**config.mk**
```make
export PLATFORM = sky130hd
export DESIGN_NAME = sat_enumerator_flat
export DESIGN_NICKNAME = d
export VERILOG_FILES = /design/src/rtl/csat_enum_pkg.sv /design/src/rtl/sat_enumerator_if.sv /design/src/rtl/csat_lat_counter.sv /design/src/rtl/sat_enumerator.sv /design/src/flat_wrapper.sv
export SDC_FILE = /design/constraint.sdc
export NUM_CORES = 1
export LEC_CHECK = 0
export BUFFER_PORTS_ARGS = -buffer_cell sky130_fd_sc_hd__buf_2
export CELL_PAD_IN_SITES_DETAIL_PLACEMENT = 0
export CELL_PAD_IN_SITES_GLOBAL_PLACEMENT = 1
export CORE_MARGIN = 10
export CORE_UTILIZATION = 39
export CTS_CLUSTER_SIZE = 30
export DETAILED_ROUTE_END_ITERATION = 12
export GPL_TIMING_DRIVEN = 0
export PLACE_DENSITY = 0.73
export REMOVE_ABC_BUFFERS = 1
export SYNTH_ARGS = -nofsm -noshare
export SYNTH_HDL_FRONTEND = slang
export SYNTH_SLANG_ARGS = --single-unit
export TNS_END_PERCENT = 30
```
**constraint.sdc**
```tcl
create_clock -name clk -period 2 [get_ports clk]
set_clock_uncertainty 0.05 [all_clocks]
set_input_delay 0.2 -clock clk [delete_from_list [all_inputs] [get_ports clk]]
set_output_delay 0.2 -clock clk [all_outputs]
set_load 0.01 [all_outputs]
```
**src/rtl/csat_enum_pkg.sv**
```systemverilog
// Shared types and defaults for the SAT candidate enumerator.
// The enumerator steps through every assignment of a SAT circuit under test.
package csat_enum_pkg;

  localparam int unsigned DEF_NUM_VARS     = 11;
  localparam int unsigned DEF_EVAL_LATENCY = 0;

  typedef enum logic [1:0] {
    S_IDLE,
    S_EVAL,
    S_CHECK,
    S_REPORT
  } state_t;

  // A latency of zero still needs a one-bit counter.
  function automatic int unsigned lat_width(input int unsigned lat);
    return (lat == 0) ? 1 : $clog2(lat + 1);
  endfunction

endpackage

```
**src/rtl/sat_enumerator_if.sv**
```systemverilog
// Result handshake bundle of the SAT enumerator.
// The enumerator is the master and drives everything except res_ready.
interface sat_enumerator_if
  import csat_enum_pkg::*;
#(
  parameter int unsigned NUM_VARS = DEF_NUM_VARS
);

  logic                res_valid;
  logic                res_ready;
  logic                res_found;
  logic                res_aborted;
  logic [NUM_VARS-1:0] res_solution;
  logic [NUM_VARS:0]   res_count;

  modport master (
    output res_valid, res_found, res_aborted, res_solution, res_count,
    input  res_ready
  );

  modport slave (
    input  res_valid, res_found, res_aborted, res_solution, res_count,
    output res_ready
  );

endinterface

```
**src/rtl/csat_lat_counter.sv**
```systemverilog
// Loadable down-counter that times how long a candidate is held
// before the SAT circuit output is trusted.
module csat_lat_counter #(
  parameter int unsigned WIDTH = 1
) (
  input  logic             clk,
  input  logic             rst_n,
  input  logic             i_load,
  input  logic [WIDTH-1:0] i_load_val,
  input  logic             i_dec,
  output logic             o_zero
);

  logic [WIDTH-1:0] r_cnt;

  always_ff @(posedge clk or negedge rst_n) begin
    if (!rst_n) begin
      r_cnt <= '0;
    end else if (i_load) begin
      r_cnt <= i_load_val;
    end else if (i_dec && (r_cnt != '0)) begin
      r_cnt <= r_cnt - WIDTH'(1);
    end
  end

  assign o_zero = (r_cnt == '0);

endmodule

```
**src/rtl/sat_enumerator.sv**
```systemverilog
// Brute-force SAT search: drives ascending candidates into an external circuit,
// waits out its latency, samples sat_i and reports the first hit or exhaustion.
module sat_enumerator
  import csat_enum_pkg::*;
#(
  parameter int unsigned NUM_VARS     = DEF_NUM_VARS,
  parameter int unsigned EVAL_LATENCY = DEF_EVAL_LATENCY
) (
  input  logic                clk,
  input  logic                rst_n,
  input  logic                start,
  input  logic                abort,
  output logic [NUM_VARS-1:0] cand_o,
  input  logic                sat_i,
  output logic                busy,
  sat_enumerator_if.master    res
);

  localparam int unsigned LAT_W = lat_width(EVAL_LATENCY);

  state_t              r_state;
  logic [NUM_VARS-1:0] r_cand;
  logic [NUM_VARS:0]   r_count;
  logic                r_busy;
  logic                r_res_valid;
  logic                r_res_found;
  logic                r_res_aborted;
  logic [NUM_VARS-1:0] r_res_solution;
  logic [NUM_VARS:0]   r_res_count;

  logic                w_lat_load;
  logic                w_lat_dec;
  logic                w_lat_zero;
  logic [NUM_VARS:0]   w_count_inc;
  logic                w_done;

  // Every entry into EVAL comes from IDLE or CHECK, so reloading outside EVAL suffices.
  assign w_lat_load  = (r_state != S_EVAL);
  assign w_lat_dec   = (r_state == S_EVAL);
  assign w_count_inc = r_count + (NUM_VARS + 1)'(1);
  assign w_done      = sat_i || abort || (&r_cand);

  csat_lat_counter #(
    .WIDTH (LAT_W)
  ) u_lat (
    .clk        (clk),
    .rst_n      (rst_n),
    .i_load     (w_lat_load),
    .i_load_val (LAT_W'(EVAL_LATENCY)),
    .i_dec      (w_lat_dec),
    .o_zero     (w_lat_zero)
  );

  always_ff @(posedge clk or negedge rst_n) begin
    if (!rst_n) begin
      r_state        <= S_IDLE;
      r_cand         <= '0;
      r_count        <= '0;
      r_busy         <= 1'b0;
      r_res_valid    <= 1'b0;
      r_res_found    <= 1'b0;
      r_res_aborted  <= 1'b0;
      r_res_solution <= '0;
      r_res_count    <= '0;
    end else begin
      case (r_state)
        S_IDLE: begin
          if (start) begin
            r_state        <= S_EVAL;
            r_busy         <= 1'b1;
            r_cand         <= '0;
            r_count        <= '0;
            r_res_found    <= 1'b0;
            r_res_aborted  <= 1'b0;
            r_res_solution <= '0;
            r_res_count    <= '0;
          end
        end
        S_EVAL: begin
          if (abort) begin
            r_state        <= S_REPORT;
            r_res_valid    <= 1'b1;
            r_res_found    <= 1'b0;
            r_res_aborted  <= 1'b1;
            r_res_solution <= '0;
            r_res_count    <= r_count;
          end else if (w_lat_zero) begin
            r_state <= S_CHECK;
          end
        end
        S_CHECK: begin
          r_count <= w_count_inc;
          // A hit in the same cycle as abort is still reported as found.
          if (w_done) begin
            r_state        <= S_REPORT;
            r_res_valid    <= 1'b1;
            r_res_found    <= sat_i;
            r_res_aborted  <= !sat_i && abort;
            r_res_solution <= sat_i ? r_cand : '0;
            r_res_count    <= w_count_inc;
          end else begin
            r_cand  <= r_cand + NUM_VARS'(1);
            r_state <= S_EVAL;
          end
        end
        S_REPORT: begin
          if (res.res_ready) begin
            r_state     <= S_IDLE;
            r_busy      <= 1'b0;
            r_res_valid <= 1'b0;
          end
        end
        default: begin
          r_state <= S_IDLE;
          r_busy  <= 1'b0;
        end
      endcase
    end
  end

  assign cand_o           = r_cand;
  assign busy             = r_busy;
  assign res.res_valid    = r_res_valid;
  assign res.res_found    = r_res_found;
  assign res.res_aborted  = r_res_aborted;
  assign res.res_solution = r_res_solution;
  assign res.res_count    = r_res_count;

endmodule

```
**src/flat_wrapper.sv**
```systemverilog
// flat-port wrapper written by rule: the top's interface ports become plain ports
module sat_enumerator_flat import csat_enum_pkg::*;
#(
  parameter int unsigned NUM_VARS     = DEF_NUM_VARS,
  parameter int unsigned EVAL_LATENCY = DEF_EVAL_LATENCY
)
  (clk, rst_n, start, abort, cand_o, sat_i, busy, res_res_valid, res_res_found, res_res_aborted, res_res_solution, res_res_count, res_res_ready);
  sat_enumerator_if #(.NUM_VARS(NUM_VARS)) res_i ();
  input  logic clk;
  input  logic rst_n;
  input  logic start;
  input  logic abort;
  output logic [NUM_VARS-1:0] cand_o;
  input  logic sat_i;
  output logic busy;
  output wire logic [$bits(res_i.res_valid)-1:0] res_res_valid;
  output wire logic [$bits(res_i.res_found)-1:0] res_res_found;
  output wire logic [$bits(res_i.res_aborted)-1:0] res_res_aborted;
  output wire logic [$bits(res_i.res_solution)-1:0] res_res_solution;
  output wire logic [$bits(res_i.res_count)-1:0] res_res_count;
  input wire logic [$bits(res_i.res_ready)-1:0] res_res_ready;
  assign res_res_valid = res_i.res_valid;
  assign res_res_found = res_i.res_found;
  assign res_res_aborted = res_i.res_aborted;
  assign res_res_solution = res_i.res_solution;
  assign res_res_count = res_i.res_count;
  assign res_i.res_ready = res_res_ready;
  sat_enumerator #(.NUM_VARS(NUM_VARS), .EVAL_LATENCY(EVAL_LATENCY)) u_core (.clk(clk), .rst_n(rst_n), .start(start), .abort(abort), .cand_o(cand_o), .sat_i(sat_i), .busy(busy), .res(res_i));
endmodule
```
==> metrics <==
arrival time worst endpoint=2.12 ns; last weighted congestion value of the routability-driven placer=approximately 0.78; layout overhead on the synthesized area=22.3%; most frequent cell after synthesis=sky130_fd_sc_hd__dfrtp_1; Clk network pwr share=14.8%; Hold Buf Count CTS=0; Power per Cell Area=~1200 mW/mm²; max-capacitance violation count=0; kind of cell adding the most delay to the critical path=buffers and inverters; worst-case vdd ir drop=1.01 mV; least setup slack across all paths after layout=0.0417 ns; met1 layer wirelength in the final routing=about 3400 µm; slew at the pin closest to its max-slew limit=1.20 ns; starting utilization of the core area=40.3%; Ys Warns=0; top cell type's share of synthesized area=45.1%; global-route wire length before repair=12000 µm; kind of capture point of the worst setup path=register; run status=finished, final reports clean; max frequency=511 MHz; detailed-route wire length=a little over 7000 µm; clock-pin slew on the worst setup and hold paths=roughly 0.1 ns; top area cells in the synthesized netlist=sky130_fd_sc_hd__dfrtp_1 45%, sky130_fd_sc_hd__nand2_1 5.1%, sky130_fd_sc_hd__a22o_1 4.2%; top cell types by occurrence after synthesis=53 x sky130_fd_sc_hd__dfrtp_1, 40 x sky130_fd_sc_hd__nand2_1, 18 x sky130_fd_sc_hd__nor2_1, 16 x sky130_fd_sc_hd__a21oi_1; Switching Fraction=42.8%; clock tree from TritonCTS=yes; initial antenna violation count=0; worst stage delay on the critical path=0.46 ns; Synth Flop Type=sky130_fd_sc_hd__dfrtp_1; Total Routing Usage GR=12.7%; via count of the first global-routing pass=2360; number of enable-type register cells in the synthesized netlist=0; setup repair after global routing missed its margin=true; origin of the worst setup path=u_core.r_state[0]$_DFFE_PN0P_; critical path launch point type=register; sequential-to-total area share from yosys stat=45.1%; I/O pins=44; Longest Clk Path Bufs=2; number of different library cells in the post-synthesis netlist=58; number of buffers and inverters on the critical path=3; Flop pwr share=31.4%; clock sink count=53; share of cells above drive strength 1=31.3%; Worst Path Required=2.16 ns; global route total overflow=0; worst-path fanout max=22; Iter 0 DRT Violations=93; r2r startpoint=u_core.r_state[0]$_DFFE_PN0P_; via count=roughly 2500; vertical extent of the die=107 µm; flip-flop and latch count after synthesis=53; number of logic stages on the critical path including buffering=8; Inserted Clock Buffers=5; design internal power=2500 µW; area enclosed by the die boundary=~0.011 mm²; crit path to=u_core.res.res_count[3]$_DFFE_PN0P_; final critical path time including I/O delays and setup=roughly 2.0 ns; clock root buffer=sky130_fd_sc_hd__clkbuf_8; post-layout total power=4380 µW; final clock period utilization by the worst path=97.9%; final number of hold-violating endpoints=0; critical-path cell list=inv_2 > ha_4 > buf_4 > nor3_1 > nor2_1 > o21ai_4 > buf_16 > o41ai_2; Core Area=~0.0073 mm²; pin count of the biggest net entering global routing=54; number of inserted diodes=0; net total in the final layout=roughly 370; Post-DRT Antenna Nets=0; remaining max-slew budget at the tightest pin=just over 20%; max layer used=met4; detailed-route vias per instance=5.34; capture instance of the worst register-to-register path=u_core.res.res_count[3]$_DFFE_PN0P_; Worst Setup Slack post-DPL=-1.22 ns; count of final setup violators=0; combined area of all synthesized cells=between 0.002 and 0.003 mm²; half-perimeter wire length of the detailed placement result=approximately 4900 µm; Critical Setup Path Class=reg -> reg; H-tree levels=2; count of input and output buffers=43; worst reg-to-reg path cell count=8; async set-reset flop share out of synthesis=100%; number of iterations in the first detailed-routing pass=4; r2r setup slk=approximately 0.042 ns; Filler cells=approximately 730; latest clock arrival within the worst-skew pair=0.31 ns; leakage=0.00168 µW; average cell area after synthesis=between 9 and 10 µm²; detail-routed net length per standard cell=about 16 µm; gate count after technology mapping=307; combinational group share of total power=53.8%; Die Width=roughly 110 µm; setup TNS after final layout=0 ns; num rows=31; WL met2=3560 µm; slowest stage cell, crit path=sky130_fd_sc_hd__dfrtp_2; met3 wire length=194 µm; cell type with the largest total area after synthesis=sky130_fd_sc_hd__dfrtp_1; Final Max Slew Viols=0; DRC=0; Tightest Hold Check Type=in -> async; share of the core filled with cells=49.3%; net switching power figure=1870 µW
[per-layer routing]
metal	vias up	track usage (%)
li1	1228	-
met1	1192	15.5
met3	9	2.87
met4	0	4.26
met5	-	0
met2	27	21.6
[registers in the layout, summed over array words and instances (netlist names)]
signal / flops
u_core.r_count: 12
u_core.res.res_count: 12
u_core.cand_o: 11
u_core.res.res_solution: 11
u_core.r_state: 2
u_core.busy: 1
u_core.res.res_aborted: 1
u_core.res.res_found: 1
u_core.res.res_valid: 1
u_core.u_lat.r_cnt: 1
[worst reg2reg max path, stage by stage, from the launching register on]
cell and delay (ns):
sky130_fd_sc_hd__dfrtp_2 0.46, sky130_fd_sc_hd__inv_2 0.14, sky130_fd_sc_hd__ha_4 0.22, sky130_fd_sc_hd__buf_4 0.18
sky130_fd_sc_hd__nor3_1 0.05, sky130_fd_sc_hd__nor2_1 0.16, sky130_fd_sc_hd__o21ai_4 0.11, sky130_fd_sc_hd__buf_16 0.18
sky130_fd_sc_hd__o41ai_2 0.31
[final cells by class]
type / instances / area, µm² / share of cell area [%]
Timing Repair Buffer: 67 / 457 / 12.7
Clock inverter: 2 / 13.8 / 0.383
Inverter: 8 / 33.8 / 0.939
Clock buffer: 6 / 82.6 / 2.30
Tap cell: 99 / 124 / 3.44
Sequential cell: 53 / 1330 / 37.1
Multi-Input combinational cell: 225 / 1550 / 43.2
[worst min-delay path by stage]
stage                                               end  slack, ns  depth (start not counted)
global route        u_core.res.res_count[8]$_DFFE_PN0P_       0.16                          1
floorplan                       u_core.busy$_DFFE_PN0P_      -0.15                          0
detailed placement  u_core.res.res_count[6]$_DFFE_PN0P_       0.41                          2
CTS                 u_core.res.res_count[8]$_DFFE_PN0P_       0.12                          1
finish              u_core.res.res_count[8]$_DFFE_PN0P_       0.08                          1
global placement    u_core.res.res_count[6]$_DFFE_PN0P_       0.41                          2
[timing repair]
action	CTS	global route
setup endpoints to repair	51	23
gates cloned	0	0
gates resized for setup	18	9
pin swaps	6	1
buffers inserted	12	11
[layout by cell type, fill, tap and decap left out, types with 6 or more instances in the layout]
cell type / synthesis / final
sky130_fd_sc_hd__clkbuf_8: 0 / 6
sky130_fd_sc_hd__nor3_1: 10 / 10
sky130_fd_sc_hd__dfrtp_1: 53 / 48
sky130_fd_sc_hd__nand2_1: 40 / 39
sky130_fd_sc_hd__a22o_1: 14 / 14
sky130_fd_sc_hd__nor2_1: 18 / 15
sky130_fd_sc_hd__a21oi_1: 16 / 16
sky130_fd_sc_hd__nand3_1: 12 / 11
sky130_fd_sc_hd__o21ai_1: 6 / 6
sky130_fd_sc_hd__o21ai_0: 14 / 14
sky130_fd_sc_hd__buf_4: 5 / 19
sky130_fd_sc_hd__buf_2: 10 / 43
sky130_fd_sc_hd__a31oi_1: 12 / 12
[cells by family (layout without fill, tap and decap cells)]
kind of cell / after synthesis / in the layout / synth area share [%]
simple gates: 112 / 112 / 20.3
other cells: 1 / 1 / 0.128
compound gates: 96 / 96 / 22.7
buf+inv: 29 / 83 / 5.28
flops: 53 / 53 / 45.1
fa+ha+maj: 7 / 7 / 2.98
mux: 7 / 7 / 2.89
xor+xnor: 2 / 2 / 0.596
[power groups by stage]
stage	registers, µW	logic (µW)	clock network, µW
global placement	1380	1670	0
global route	1400	2570	715
finish	1380	2350	647
CTS	1380	2180	675
floorplan	1400	1150	0
detailed placement	1390	1840	0
[through the flow]
step / std cells / instance area, µm² / hold WS (ns)
finish: 460 / 3600 / 0.0765
global route: 460 / 3600 / 0.164
CTS: 449 / 3470 / 0.119
detailed placement: 429 / 3190 / 0.412
global placement: 428 / 3150 / 0.410
floorplan: 286 / 2810 / -0.146
No activity file was read; power rests on OpenSTA's default activity.
